File: src/rtl/bidir_turnaround_ctrl.sv
// Token-based direction controller for a shared bidirectional FIFO port.
// Requests write ownership from the peer, guards each a_dir change, and bursts writes.
module bidir_turnaround_ctrl #(
  parameter int unsigned ASIZE     = 4,
  parameter int unsigned MAX_BURST = 16,
  parameter int unsigned HOLDOFF   = 4
) (
  input  logic a_clk,
  input  logic a_rst,
  input  logic tx_req,
  input  logic tx_valid,
  output logic tx_ready,
  input  logic rx_ready,
  output logic rx_valid,
  input  logic a_full,
  input  logic a_empty,
  output logic a_winc,
  output logic a_rinc,
  output logic a_dir,
  output logic tok_req,
  input  logic tok_gnt,
  output logic busy
);

  localparam int unsigned CW = ASIZE + 1;
  localparam int unsigned GW = 4;

  typedef enum logic [2:0] {
    IDLE     = 3'd0,
    REQ      = 3'd1,
    GUARD_TX = 3'd2,
    TX       = 3'd3,
    RELEASE  = 3'd4,
    GUARD_RX = 3'd5
  } state_e;

  state_e          state_q, state_d;
  logic            sync1_q, sync1_d;
  logic            sync2_q, sync2_d;
  logic [CW-1:0]   burst_cnt_q, burst_cnt_d;
  logic [GW-1:0]   guard_cnt_q, guard_cnt_d;
  logic            tok_gnt_s;
  logic [CW-1:0]   burst_inc;
  logic            wr_ok;
  logic            guard_done;

  assign tok_gnt_s  = sync2_q;
  assign busy       = (state_q != IDLE);
  assign burst_inc  = burst_cnt_q + CW'(1);
  assign guard_done = (guard_cnt_q == GW'(HOLDOFF - 1));

  // State and synchronizer registers
  always_ff @(posedge a_clk) begin
    if (a_rst) begin
      state_q     <= IDLE;
      sync1_q     <= 1'b0;
      sync2_q     <= 1'b0;
      burst_cnt_q <= '0;
      guard_cnt_q <= '0;
    end else begin
      state_q     <= state_d;
      sync1_q     <= sync1_d;
      sync2_q     <= sync2_d;
      burst_cnt_q <= burst_cnt_d;
      guard_cnt_q <= guard_cnt_d;
    end
  end

  // Next-state and strobe decode
  always_comb begin
    state_d     = state_q;
    sync1_d     = tok_gnt;
    sync2_d     = sync1_q;
    burst_cnt_d = burst_cnt_q;
    guard_cnt_d = guard_cnt_q;
    a_dir       = 1'b0;
    tok_req     = 1'b0;
    tx_ready    = 1'b0;
    a_winc      = 1'b0;
    a_rinc      = 1'b0;
    rx_valid    = 1'b0;
    wr_ok       = 1'b0;

    case (state_q)
      IDLE: begin
        rx_valid = !a_empty;
        a_rinc   = rx_ready & !a_empty;
        if (tx_req) state_d = REQ;
      end
      REQ: begin
        tok_req  = 1'b1;
        rx_valid = !a_empty;
        a_rinc   = rx_ready & !a_empty;
        if (tok_gnt_s) begin
          state_d     = GUARD_TX;
          guard_cnt_d = '0;
        end
      end
      GUARD_TX: begin
        a_dir   = 1'b1;
        tok_req = 1'b1;
        if (guard_done) begin
          state_d     = TX;
          guard_cnt_d = '0;
          burst_cnt_d = '0;
        end else begin
          guard_cnt_d = guard_cnt_q + GW'(1);
        end
      end
      TX: begin
        a_dir    = 1'b1;
        tok_req  = 1'b1;
        // A revoked grant blocks the write even before the exit takes effect
        wr_ok    = !a_full & tok_gnt_s;
        tx_ready = wr_ok;
        a_winc   = tx_valid & wr_ok;
        if (a_winc) burst_cnt_d = burst_inc;
        if (!tx_req || !tok_gnt_s || (a_winc && (burst_inc == CW'(MAX_BURST))))
          state_d = RELEASE;
      end
      RELEASE: begin
        a_dir = 1'b1;
        if (!tok_gnt_s) begin
          state_d     = GUARD_RX;
          guard_cnt_d = '0;
        end
      end
      GUARD_RX: begin
        if (guard_done) begin
          state_d     = IDLE;
          guard_cnt_d = '0;
        end else begin
          guard_cnt_d = guard_cnt_q + GW'(1);
        end
      end
      default: state_d = IDLE;
    endcase
  end

endmodule

File: config.mk
export PLATFORM = sky130hd
export DESIGN_NAME = bidir_turnaround_ctrl
export DESIGN_NICKNAME = d
export VERILOG_FILES = /design/src/rtl/bidir_turnaround_ctrl.sv
export SDC_FILE = /design/constraint.sdc
export NUM_CORES = 1
export LEC_CHECK = 0
export BUFFER_PORTS_ARGS = -buffer_cell sky130_fd_sc_hd__buf_2
export CORE_UTILIZATION = 45
export CTS_CLUSTER_DIAMETER = 60
export DETAILED_ROUTE_END_ITERATION = 12
export PLACE_DENSITY_LB_ADDON = 0.08
export SETUP_SLACK_MARGIN = 0.3
export SYNTH_ARGS = -nofsm -noshare
export SYNTH_HDL_FRONTEND = slang
export SYNTH_SLANG_ARGS = --single-unit
export TNS_END_PERCENT = 10
File: constraint.sdc
create_clock -name a_clk -period 2.9 [get_ports a_clk]
set_clock_uncertainty 0.1 [all_clocks]
set_input_delay 0.725 -clock a_clk [delete_from_list [all_inputs] [get_ports a_clk]]
set_output_delay 0.725 -clock a_clk [all_outputs]
set_load 0.005 [all_outputs]
# Word level (Yosys, flattened, before mapping)
# Index checks and enable logic that the tools add are counted.
[classes]
add_sub_neg = 2
eq_ne = 14
bitwise_logic = 3
n_mux = 20
n_reduce_logical = 18
[op_table]
columns = ["op", "n"]
rows = [
  ["$mux W3", 6],
  ["$pmux W3 S6", 1],
  ["$ne A2 B2 Y1 const B", 7],
  ["$mux W4", 3],
  ["$pmux W4 S3", 1],
  ["$mux W5", 2],
  ["$pmux W5 S2", 1],
  ["$eq A3 B2 Y1 const B", 2],
  ["$eq A3 B3 Y1 const B", 2],
  ["$mux W1", 6],
  ["$reduce_and A3 Y1", 2],
  ["$reduce_and A6 Y1", 1],
  ["$reduce_bool A3 Y1", 2],
  ["$reduce_or A3 Y1", 2],
  ["$add A5 B1 Y5 const B", 1],
  ["$eq A5 B5 Y1 const B", 1],
  ["$add A4 B1 Y4 const B", 1],
  ["$eq A4 B2 Y1 const B", 1],
  ["$logic_not A1 Y1", 4],
  ["$reduce_or A2 Y1", 2],
  ["$and A1 B1 Y1", 3],
  ["$eq A3 B1 Y1 const B", 1],
  ["$logic_not A3 Y1", 1],
  ["$logic_or A1 B1 Y1", 2],
  ["other kinds (2)", 2],
]
[word_totals]
reg_bits = 14
word_cells = 62
input_bits = 8
output_inout_bits = 7

# Depth between registers and ports, before layout
# Gate-level depths: netlist of the first run.
[depth]
depth_word = 7
depth_mapped = 6
ltp_nobuf = 6

# Worst setup path before layout of the first run
# Ideal clock, no wire load.
[synth_path]
path_kind = "in2out"
start = "input port a_full"
end = "output port a_winc"
path_stages = 2
slack_ns = 0.964
n_path_buf = 0
t_required_ns = 2.075
arrival_ns = 1.111
cell_sequence = "nand2b_1 > nor2_2"
[synth_via]
elab_chain_cells = 4
[synth_lines]
columns = ["element", "line_no", "text"]
rows = [
  ["start, declared", "15", "input logic a_full,"],
  ["$logic_not A1 Y1", "114", "wr_ok = !a_full & tok_gnt_s;"],
  ["$and A1 B1 Y1", "114", ""],
  ["$and A1 B1 Y1", "116", "a_winc = tx_valid & wr_ok;"],
  ["$mux W1", "84", "case (state_q)"],
  ["end, declared", "17", "output logic a_winc,"],
]
# Every way passes these cells.

# Final worst setup path of the first run
[layout_path]
start = "register state_q[1]"
end = "output port a_winc"
[layout_via]
elab_chain_cells = 2
[layout_lines]
columns = ["element", "line_no", "text"]
rows = [
  ["start, declared", "37", "state_e state_q, state_d;"],
  ["start signal, assigned", "61", "state_q <= state_d;"],
  ["$eq A3 B2 Y1", "84", ""],
  ["$mux W1", "84", ""],
]
# Every way passes these cells.

==> out/results.ini, run 1 <==
[clock_tree]
holdBufCountCts = 0
clock_tree.buffer_depth = 2
cts.reportedPaths.clkPinSlew_ns = 0.08
cts-buffers-inserted = 3
post_cts_resized = 0
cts_tree = done
post_cts.repair.setup_buffers = 0
clock_tree.htree_level_count = 1
count_of_clock_tree_sinks = 14
worstSkewPairLatency_ns = 0.28
clk_root_buffer_cell = sky130_fd_sc_hd__clkbuf_4

[cells_and_area]
filler_cell_count = 178
finalInstanceArea_sq_um = 940
seq_area_sq_um = 280
layout-drive-gt1-share = 0.236
layout_overhead_on_the_synthesized_area_pct = 14.0
insertedDiodeCount = 0
multi_input_area_sq_um = 514
finalNetCount = 122

[hold_path]
min-delay-path-class = reg -> reg
worst_hold_startpoint = sync1_q$_SDFF_PP0_

[yosys]
synth_seq_area_share = 0.340
ys_ff_latch = 14
post_synth_num_cell_types = 35
yosys.area.top_type = sky130_fd_sc_hd__dfxtp_1
synthDominantCellAreaShare = 0.340
syn-cell-area_sq_um = 825
synthesis.yosys.warnings = 0
synthesis.nets = 107
post_synth_inst_count = 96
synth.top_cells.by_area = sky130_fd_sc_hd__dfxtp_1, sky130_fd_sc_hd__nor2_1, sky130_fd_sc_hd__a21oi_1
post_synth.cell_area_avg_sq_um = 8.59

[global_routing]
grt_max_degree = 16
grt_usage = 0.200
grt_antenna_before_repair = 0
grt_ovf = 0
first_global_vias = 653
grt_pass1_wl_um = 2900

[placement]
dpl-instance-area_sq_um = 903
io_buffers = 14
gp_congestion = 0.745
dp_hpwl_um = 1200

[power_and_ir_drop]
power.density_cell_area_mw_per_mm2 = 573
power_switching_mw = 0.175
ir_drop_v = 0.000269
static-leakage-power_nw = 0.412
p_clk_frac = 0.258
combPwrFrac = 0.288
internal_power_mw = 0.363
power_switching_share = 0.326
p_seq_frac = 0.454

[worst_setup_path]
critPathMaxFanout = 15
rr_startpoint = state_q[1]$_SDFFE_PP0P_
critPathLaunch = state_q[1]$_SDFFE_PP0P_
timing.critical_path.from_type = flop
worstSetupPathType = reg -> out
critical_path_arrival_ns = 1.56
critical-path-slowest-cell = sky130_fd_sc_hd__dfxtp_1
critical_path.max_stage_delay_ns = 0.61
worst_setup_path_end_kind = primary output
cp.required_ns = 2.08
path_cells = nand4b_2 -> nor2_2 -> buf_2

[detailed_routing]
viasPerCell = 5.33
finalWirelength_um = 1640
detailedRoute.firstPassIterationCount = 4
drt_iter0_drc = 12
route.detailed.wl_per_inst_um = 12.1
remaining_drc_errors = 0
antenna_left = 0
vias = 720

[sta]
report.final.slew_viol_count = 0
timing.final.hold_violations = 0
rsz0062_at_grt = no
setup-violations-final = 0
setup_total_negative_slack_ns = 0
worstMarginPinSlew_ns = 0.452
slew_headroom = 0.699
maximum_operating_frequency_mhz = 419
finalCritPeriodShare = 0.823
layout_min_cycle_time_ns = 2.39

[die]
design.portCount = 15
design.core.area_sq_mm = 0.00173
placementRows = 15
chipWidth_um = 44.8
die_y_um = 44.8
die-area_sq_mm = 0.00201
start_util = 0.478

[job]
max_capacitance_violation_total = 0

[run_status]
run_status = finished clean

-- cell usage after synthesis (all sizes together) --
cell type   n
nor2       15
dfxtp      14
a21oi      10
nor3        5
nand2       4
nand3b      4
o21ai       4
a22oi       3
and2        3
ha          3
nand3       3
buf         2
clkbuf      2
inv         2
mux2i       2
nand4b      2
nor2b       2
o211ai      2
xor2        2
a2111o      1
a21o        1
a311oi      1
mux2        1
nand2b      1
nor3b       1
o311ai      1
o41ai       1
or2         1
or3         1
or3b        1
xnor2       1
-- flip-flops by register name, indices dropped and copies added (netlist names) --
register and flops:
sync2_q 1, state_q 3, sync1_q 1, burst_cnt_q 5
guard_cnt_q 4
-- critical path, delay by kind of cell (launching register included) --
kind,cells,cell delay [ns]
AND/OR/NAND/NOR,2,0.52
flip-flops,1,0.61
buffers and inverters,1,0.15
-- stage by stage --
stage	setup WS [ns]	util	std cells	hold WS [ns]	total power, mW
2_1_floorplan	0.964	-	96	0.314	0.361
3_3_place_gp	0.698	0.523	131	0.320	0.400
3_5_place_dp	0.655	0.523	131	0.326	0.405
4_1_cts	0.510	0.544	135	0.345	0.546
5_1_grt	0.383	0.544	135	0.376	0.583
6_report	0.514	0.544	135	0.339	0.538
-- cells by family (layout without fill, tap and decap cells) --
| kind of cell | Yosys count | count (layout) | share of synthesized area |
|---|---|---|---|
| fa+ha+maj | 3 | 3 | 0.0455 |
| mux | 3 | 3 | 0.0379 |
| compound gates | 24 | 24 | 0.215 |
| simple gates | 43 | 43 | 0.293 |
| xor+xnor | 3 | 3 | 0.0319 |
| buf+inv | 6 | 20 | 0.0364 |
| flops | 14 | 14 | 0.340 |
-- final timing paths --
kind                             endpoint  slack (ns)  depth (start not counted)
setup / recovery                   a_winc        0.51                          3
hold / removal         sync2_q$_SDFF_PP0_        0.34                          1
hold reg to reg        sync2_q$_SDFF_PP0_        0.34                          1
setup reg to reg  state_q[1]$_SDFFE_PP0P_        1.00                          5
-- layout make-up --
| type | instances | area share |
|---|---|---|
| Timing Repair Buffer | 14 | 0.0746 |
| Inverter | 2 | 0.00799 |
| Multi-Input combinational cell | 76 | 0.547 |
| Sequential cell | 14 | 0.298 |
| Tap cell | 25 | 0.0333 |
| Clock buffer | 4 | 0.0386 |
-- metal layers --
layer	vias up	wire length, um	GRT usage
li1	378	-	-
met1	330	771	0.230
met2	10	798	0.341
met3	2	55	0.0840
met4	0	12	0.0545
met5	-	0	0
-- cell usage in the layout, fill, tap and decap left out, types with 3 or more instances in the layout --
cell type and count:
sky130_fd_sc_hd__and2_1 3, sky130_fd_sc_hd__ha_1 3, sky130_fd_sc_hd__a21oi_1 9, sky130_fd_sc_hd__nand3_1 3, sky130_fd_sc_hd__buf_2 14, sky130_fd_sc_hd__nand2_1 4
sky130_fd_sc_hd__dfxtp_1 14, sky130_fd_sc_hd__clkbuf_4 3, sky130_fd_sc_hd__nand3b_1 4, sky130_fd_sc_hd__nor2_1 14, sky130_fd_sc_hd__a22oi_1 3, sky130_fd_sc_hd__nor3_1 5
sky130_fd_sc_hd__o21ai_1 3
-- power by group through the flow --
stage | Combinational, mW | Sequential (mW) | Clock, mW
after floorplan | 0.138 | 0.223 | 0
after global placement | 0.153 | 0.247 | 0
after detailed placement | 0.156 | 0.249 | 0
after CTS | 0.157 | 0.244 | 0.145
after global routing | 0.179 | 0.249 | 0.156
final | 0.155 | 0.244 | 0.139
Note: power is estimated with default switching activity, not from simulation.
==> run 2, diff against run 1 <==
--- a/config.mk
+++ b/config.mk
@@ -5,6 +5,7 @@
 export SDC_FILE = /design/constraint.sdc
 export NUM_CORES = 1
 export LEC_CHECK = 0
+export ABC_AREA = 1
 export BUFFER_PORTS_ARGS = -buffer_cell sky130_fd_sc_hd__buf_2
 export CORE_UTILIZATION = 45
 export CTS_CLUSTER_DIAMETER = 60
==> constraint.sdc (replaced) <==
create_clock -name a_clk -period 2.3 [get_ports a_clk]
set_clock_uncertainty 0.1 [all_clocks]
set_input_delay 0.575 -clock a_clk [delete_from_list [all_inputs] [get_ports a_clk]]
set_output_delay 0.575 -clock a_clk [all_outputs]
set_load 0.005 [all_outputs]
==> run 2 against run 1 <==
Clock-buffer cell count unchanged. Synthesized cell count rose by 33%. Critical path depth up 1. Die area is 4.1% higher. Cell area grew 5.6%. Cell count is 25% higher. Synthesized area increased by 4.2%. Non-clock buffer count unchanged. Sequential power grew 35%. Via count is 13% higher. Utilization increased by 1.8 points. Largest power group is now combinational cells.
==> out/results.ini, run 2 <==
[die]
design.portCount = 15
chipWidth_um = 45.7
design.core.area_sq_mm = 0.00176
placementRows = 15
die_y_um = 45.7
start_util = 0.487
die-area_sq_mm = 0.00209

[worst_setup_path]
cp.required_ns = 1.62
worst_setup_path_end_kind = primary output
critical-path-slowest-cell = sky130_fd_sc_hd__dfxtp_2
critPathMaxFanout = 8
path_cells = inv_2 -> nand3_2 -> nor2_4 -> buf_2
rr_startpoint = burst_cnt_q[0]$_SDFFE_PP0P_
timing.critical_path.from_type = flop
critical_path_arrival_ns = 1.24
regToRegSetupSlack_ns = 0.72
critical_path.max_stage_delay_ns = 0.37
worstRegToRegCells = 10
crit_path_leading_delay_family = flip-flops
critPathBufInv = 2
worst_r2r_endpoint = state_q[2]$_SDFFE_PP0P_
worstSetupPathType = reg -> out

[yosys]
synth_seq_area_share = 0.326
synth.top_cells.by_area = sky130_fd_sc_hd__dfxtp_1, sky130_fd_sc_hd__nand2_1, sky130_fd_sc_hd__nand3_1
main_combinational_cell_family_by_area_after_synthesis = simple AND/OR/NAND/NOR gates
synth_xor_xnor_area_share = 0.0102
synth_enable_flop_cells = 0
synth_flop_cell = sky130_fd_sc_hd__dfxtp_1
post_synth_num_cell_types = 25
synthesis.yosys.warnings = 0
ys_ff_latch = 14
post_synth_inst_count = 128
synth_async_sr_flop_share = 0
post_synth.cell_area_avg_sq_um = 6.72
synthDominantCellAreaShare = 0.326
syn-cell-area_sq_um = 860
yosys.area.top_type = sky130_fd_sc_hd__dfxtp_1
synthesis.nets = 139
post_synth_mux_area_share = 0
simple_gate_portion_of_the_synthesized_area = 0.422
synthMostInstantiatedCell = sky130_fd_sc_hd__nand2_1
commonest_cells_in_the_synthesized_netlist = sky130_fd_sc_hd__nand2_1, sky130_fd_sc_hd__dfxtp_1, sky130_fd_sc_hd__nand3_1, sky130_fd_sc_hd__nor2_1, sky130_fd_sc_hd__inv_1
synth_compound_gate_area_share = 0.118
synthAdderAreaFrac = 0.0437

[hold_path]
timing.hold.worst_endpoint = sync2_q$_SDFF_PP0_
min-delay-path-class = reg -> reg
worst_hold_startpoint = sync1_q$_SDFF_PP0_
hold-path-cell-count = 2

[power_and_ir_drop]
total_power_mw = 0.864
power.density_cell_area_mw_per_mm2 = 871
static-leakage-power_nw = 0.453
ir_drop_v = 0.000415

[cells_and_area]
filler_cell_count = 182
top_regs = burst_cnt_q x5, guard_cnt_q x4, state_q x3
finalNetCount = 156
final_common_cell = sky130_fd_sc_hd__nand2_1
insertedDiodeCount = 0
largest_register = burst_cnt_q
seq_area_sq_um = 284
stdcell_count = 169
largest_register_ffs = 5
layout-drive-gt1-share = 0.264
most_frequent_cells_in_the_layout = sky130_fd_sc_hd__nand2_1, sky130_fd_sc_hd__buf_2, sky130_fd_sc_hd__nor2_1, sky130_fd_sc_hd__nand3_1, sky130_fd_sc_hd__inv_1
layout_overhead_on_the_synthesized_area_pct = 15.4
multi_input_area_sq_um = 510

[sta]
report.final.slew_viol_count = 0
rsz0062_at_grt = yes
worstMarginPinSlew_ns = 0.327
maximum_operating_frequency_mhz = 523
finalCritPeriodShare = 0.831
setup_total_negative_slack_ns = 0
timing.final.hold_violations = 0
fin_worst_hold_slack_ns = 0.308
layout_min_cycle_time_ns = 1.91
slew_headroom = 0.781
setup-violations-final = 0

[global_routing]
grt_most_used_layer = met1
grt_max_degree = 12
grt_use_met2 = 0.243
grt_antenna_before_repair = 0
global_route_met1_usage = 0.266
grt_usage = 0.177
first_global_vias = 631
groute.layer.met3.usage = 0.0357
grt_ovf = 0
grt_pass1_wl_um = 2700

[run_status]
run_status = finished clean

[clock_tree]
holdBufCountCts = 0
clock_tree.htree_level_count = 1
cts_tree = done
worstSkewPairLatency_ns = 0.27
count_of_clock_tree_sinks = 14
clk_root_buffer_cell = sky130_fd_sc_hd__clkbuf_4
cts-buffers-inserted = 3
clock_tree.buffer_depth = 2
post_cts.repair.setup_buffers = 0
cts.reportedPaths.clkPinSlew_ns = 0.08

[placement]
io_buffers = 14
dp_cells = 165
dp_hpwl_um = 1260
gp_congestion = 0.905

[detailed_routing]
vias = 816
finalWirelength_um = 1640
route.detailed.wl_per_inst_um = 9.70
remaining_drc_errors = 0
antenna_left = 0
drt_iter0_drc = 17
viasPerCell = 4.83
detailedRoute.firstPassIterationCount = 4

[job]
max_capacitance_violation_total = 0

==> run 2: cell types whose count changed after synthesis, moves of 3 or more <==
cell                      delta
sky130_fd_sc_hd__nor3_1      -4
sky130_fd_sc_hd__nand2_1    +27
sky130_fd_sc_hd__a22oi_1     -3
sky130_fd_sc_hd__inv_1      +10
sky130_fd_sc_hd__inv_2       +4
sky130_fd_sc_hd__nand3_2     +3
sky130_fd_sc_hd__nand3_1    +10
sky130_fd_sc_hd__nand4_1     +3
==> run 2: worst register-to-register path, stage by stage (launching register included) <==
cell	delay, ns
sky130_fd_sc_hd__dfxtp_1	0.43
sky130_fd_sc_hd__ha_1	0.25
sky130_fd_sc_hd__inv_1	0.05
sky130_fd_sc_hd__nand2_1	0.05
sky130_fd_sc_hd__nand2_1	0.08
sky130_fd_sc_hd__nor2_1	0.11
sky130_fd_sc_hd__nand3_1	0.09
sky130_fd_sc_hd__nand2_2	0.13
sky130_fd_sc_hd__nand3_1	0.09
sky130_fd_sc_hd__nand2_1	0.07
sky130_fd_sc_hd__nor2_1	0.04
==> run 2: power breakdown <==
part	switching, mW	leakage [nW]	internal, mW	total (mW)
logic	0.216	0.317	0.149	0.365
registers	0.0510	0.115	0.278	0.329
clock network	0.0741	0.0210	0.0962	0.170
==> run 2: kinds of logic (layout without fill, tap and decap cells) <==
kind of cell | after synthesis | in the layout
and+or+nand+nor | 74 | 74
DFF | 14 | 14
AOI/OAI and AO/OA | 18 | 18
xor gates and xnor gates | 1 | 1
buffers and inverters | 18 | 34
adders and majority gates | 3 | 3
==> run 2: cell type report <==
type / count / area share
flip-flops and latches: 14 / 0.286
inverters: 16 / 0.0605
multi-input cells: 96 / 0.515
repair buffers: 14 / 0.0706
clock buffers: 4 / 0.0366
well taps: 25 / 0.0315
==> run 2: metal layers <==
layer	part of all wire	wire (um)
met5	0	0
met1	0.54	878
met2	0.40	650
met3	0.058	95
met4	0.0085	14
==> run 2: timing repair <==
item,in CTS,in global routing
hold endpoints to repair,0,0
gates resized for setup,1,2
pin swaps,0,0
cloned,0,0
setup endpoints to repair,1,2
==> run 2: worst max path at each step <==
stage	startpoint	endpoint	slack, ns	cells past startpoint
final	state_q[2]$_SDFFE_PP0P_	a_winc	0.39	4
after global routing	state_q[2]$_SDFFE_PP0P_	a_winc	0.30	4
after CTS	state_q[0]$_SDFFE_PP0P_	a_winc	0.30	3
after detailed placement	a_full	a_winc	0.43	5
after global placement	a_full	a_winc	0.45	5
after floorplan	a_empty	a_rinc	0.68	2
==> run 2: stage by stage <==
step,setup WS [ns],area (sq um),util
2_1_floorplan,0.680,860,-
3_3_place_gp,0.451,952,0.540
3_5_place_dp,0.432,952,0.540
4_1_cts,0.303,990,0.561
5_1_grt,0.295,992,0.562
6_report,0.388,992,0.562
==> run 3, diff against run 2 <==
==> constraint.sdc (replaced) <==
create_clock -name a_clk -period 1.57 [get_ports a_clk]
set_clock_uncertainty 0.1 [all_clocks]
set_input_delay 0.3925 -clock a_clk [delete_from_list [all_inputs] [get_ports a_clk]]
set_output_delay 0.3925 -clock a_clk [all_outputs]
set_load 0.005 [all_outputs]
==> run 3 against run 2 <==
The flow now finishes with violations (negative setup slack). Global-route usage up 6.0 points. Total power up 99%. Register-to-register slack worse by 0.70 ns. First-iteration DRC count up 24%. Worst hold slack worse by 0.11 ns. Die area unchanged. Via count up 17%. Sequential share of layout area down 4.0 points. Clock-buffer cell count unchanged. Critical path depth up 2. Critical path type unchanged. Critical endpoint is now a_dir. Largest cell class unchanged. Highest routed layer unchanged.
==> out/results.ini, run 3 (synthesis results as in run 2) <==
[cells_and_area]
insertedDiodeCount = 0
largest_register_ffs = 5
finalNetCount = 170
stdcell_count = 183
layout-drive-gt1-share = 0.475
finalInstanceArea_sq_mm = 0.00126
final_common_cell = sky130_fd_sc_hd__nand2_1
largest_register = burst_cnt_q
top_regs = burst_cnt_q x5, guard_cnt_q x4, state_q x3
filler_cell_count = 147
multi_input_area_sq_um = 621
seq_area_sq_um = 310
most_frequent_cells_in_the_layout = sky130_fd_sc_hd__nand2_1, sky130_fd_sc_hd__buf_2, sky130_fd_sc_hd__nand3_1
layout_overhead_on_the_synthesized_area_pct = 46.9
fin_util = 0.716

[sta]
slew_headroom = 0.809
setup_slack_ns = -0.0972
maximum_operating_frequency_mhz = 600
timing.final.hold_violations = 0
layout_min_cycle_time_ns = 1.67
finalCritPeriodShare = 1.06
report.final.slew_viol_count = 0
rsz0062_at_grt = yes
setup-violations-final = 5
worstMarginPinSlew_ns = 0.286

[worst_setup_path]
timing.critical_path.depth = 6
critical_path.max_stage_delay_ns = 0.39
worst_setup_path_end_kind = primary output
path_cells = nor2_4 -> nand2_4 -> nand2_2 -> inv_2 -> nand2_2 -> buf_6
critical-path-slowest-cell = sky130_fd_sc_hd__dfxtp_4
crit_path_leading_delay_family = flip-flops
worstRegToRegCells = 11
worstSetupPathType = reg -> out
cp.required_ns = 1.08
timing.critical_path.from_type = flop
timing.critical_path.mode_cell = sky130_fd_sc_hd__nand2_2
critPathBufInv = 2
critical_path_arrival_ns = 1.17
critPathMaxFanout = 6

[detailed_routing]
antenna_left = 0
detailedRoute.firstPassIterationCount = 4
drt_iter0_drc = 21
viasPerCell = 5.20
route.detailed.wl_per_inst_um = 12.9
finalWirelength_um = 2360
remaining_drc_errors = 0
vias = 952

[die]
placementRows = 15
die_y_um = 45.7
design.core.area_sq_mm = 0.00176
die-area_sq_mm = 0.00209
start_util = 0.487
design.portCount = 15
chipWidth_um = 45.7

[placement]
dp_cells = 168
dpl-instance-area_sq_um = 991
gp_congestion = 0.860
dp_hpwl_um = 1410
io_buffers = 14

[hold_path]
hold-path-cell-count = 3
min-delay-path-class = in -> reg

[clock_tree]
cts-buffers-inserted = 3
cts.reportedPaths.clkPinSlew_ns = 0.09
clock_tree.htree_level_count = 1
holdBufCountCts = 0
worstSkewPairLatency_ns = 0.28
clock_tree.buffer_depth = 2
count_of_clock_tree_sinks = 14
cts_tree = done
clk_root_buffer_cell = sky130_fd_sc_hd__clkbuf_4

[global_routing]
first_global_vias = 866
grt_antenna_before_repair = 0
grt_usage = 0.237
grt_pass1_wl_um = 3580
grt_max_degree = 12
grt_ovf = 0

[job]
max_capacitance_violation_total = 0

[run_status]
violations = negative setup slack
run_status = finished, violations left

[power_and_ir_drop]
ir_drop_v = 0.00109
static-leakage-power_nw = 0.538
power.density_cell_area_mw_per_mm2 = 1360
total_power_mw = 1.72

[run 3: worst paths after layout]
kind                            slack, ns                     from                 endpoint
worst max-delay path                 -0.1  state_q[0]$_SDFFE_PP0P_                    a_dir
worst min register to register       0.30       sync1_q$_SDFF_PP0_       sync2_q$_SDFF_PP0_
worst max register to register       0.02  state_q[0]$_SDFFE_PP0P_  state_q[2]$_SDFFE_PP0P_
worst min-delay path                 0.20                  tok_gnt       sync1_q$_SDFF_PP0_
[run 3: power breakdown]
group	internal [mW]	switching, mW	leakage, nW
combinational	0.455	0.480	0.397
sequential	0.420	0.0961	0.120
clock	0.141	0.127	0.0210
total	1.02	0.703	0.538
[run 3: routing by layer]
metal,part of all wire,up-vias,track usage
met2,0.50,36,0.423
met1,0.42,431,0.293
met3,0.059,7,0.0238
li1,-,478,-
met4,0.019,0,0.0824
met5,0,-,0
[run 3: worst register-to-register path: cells and delay by family (launching register included)]
kind	cells	cell delay, ns
flops	1	0.39
buf+inv	5	0.51
simple gates	6	0.49
[run 3: area by class of cell]
type,count,share of cell area
Inverter,16,0.0535
Sequential cell,14,0.246
Tap cell,25,0.0248
Multi-Input combinational cell,96,0.492
Clock buffer,4,0.0287
Timing Repair Buffer,28,0.156
[run 3: through the flow]
step / hold slack [ns] / setup slack, ns / TNS [ns]
detailed placement: 0.295 / 0.0828 / 0
global placement: 0.293 / 0.120 / 0
floorplan: 0.288 / 0.243 / 0
finish: 0.203 / -0.0972 / -0.261
global route: 0.207 / -0.127 / -0.526
CTS: 0.204 / -0.0261 / -0.0330
[run 3: repair_timing]
action / in CTS / in global routing
resized for setup: 29 / 16
setup endpoints to repair: 19 / 19
setup buffers: 10 / 1
pin swaps: 21 / 15
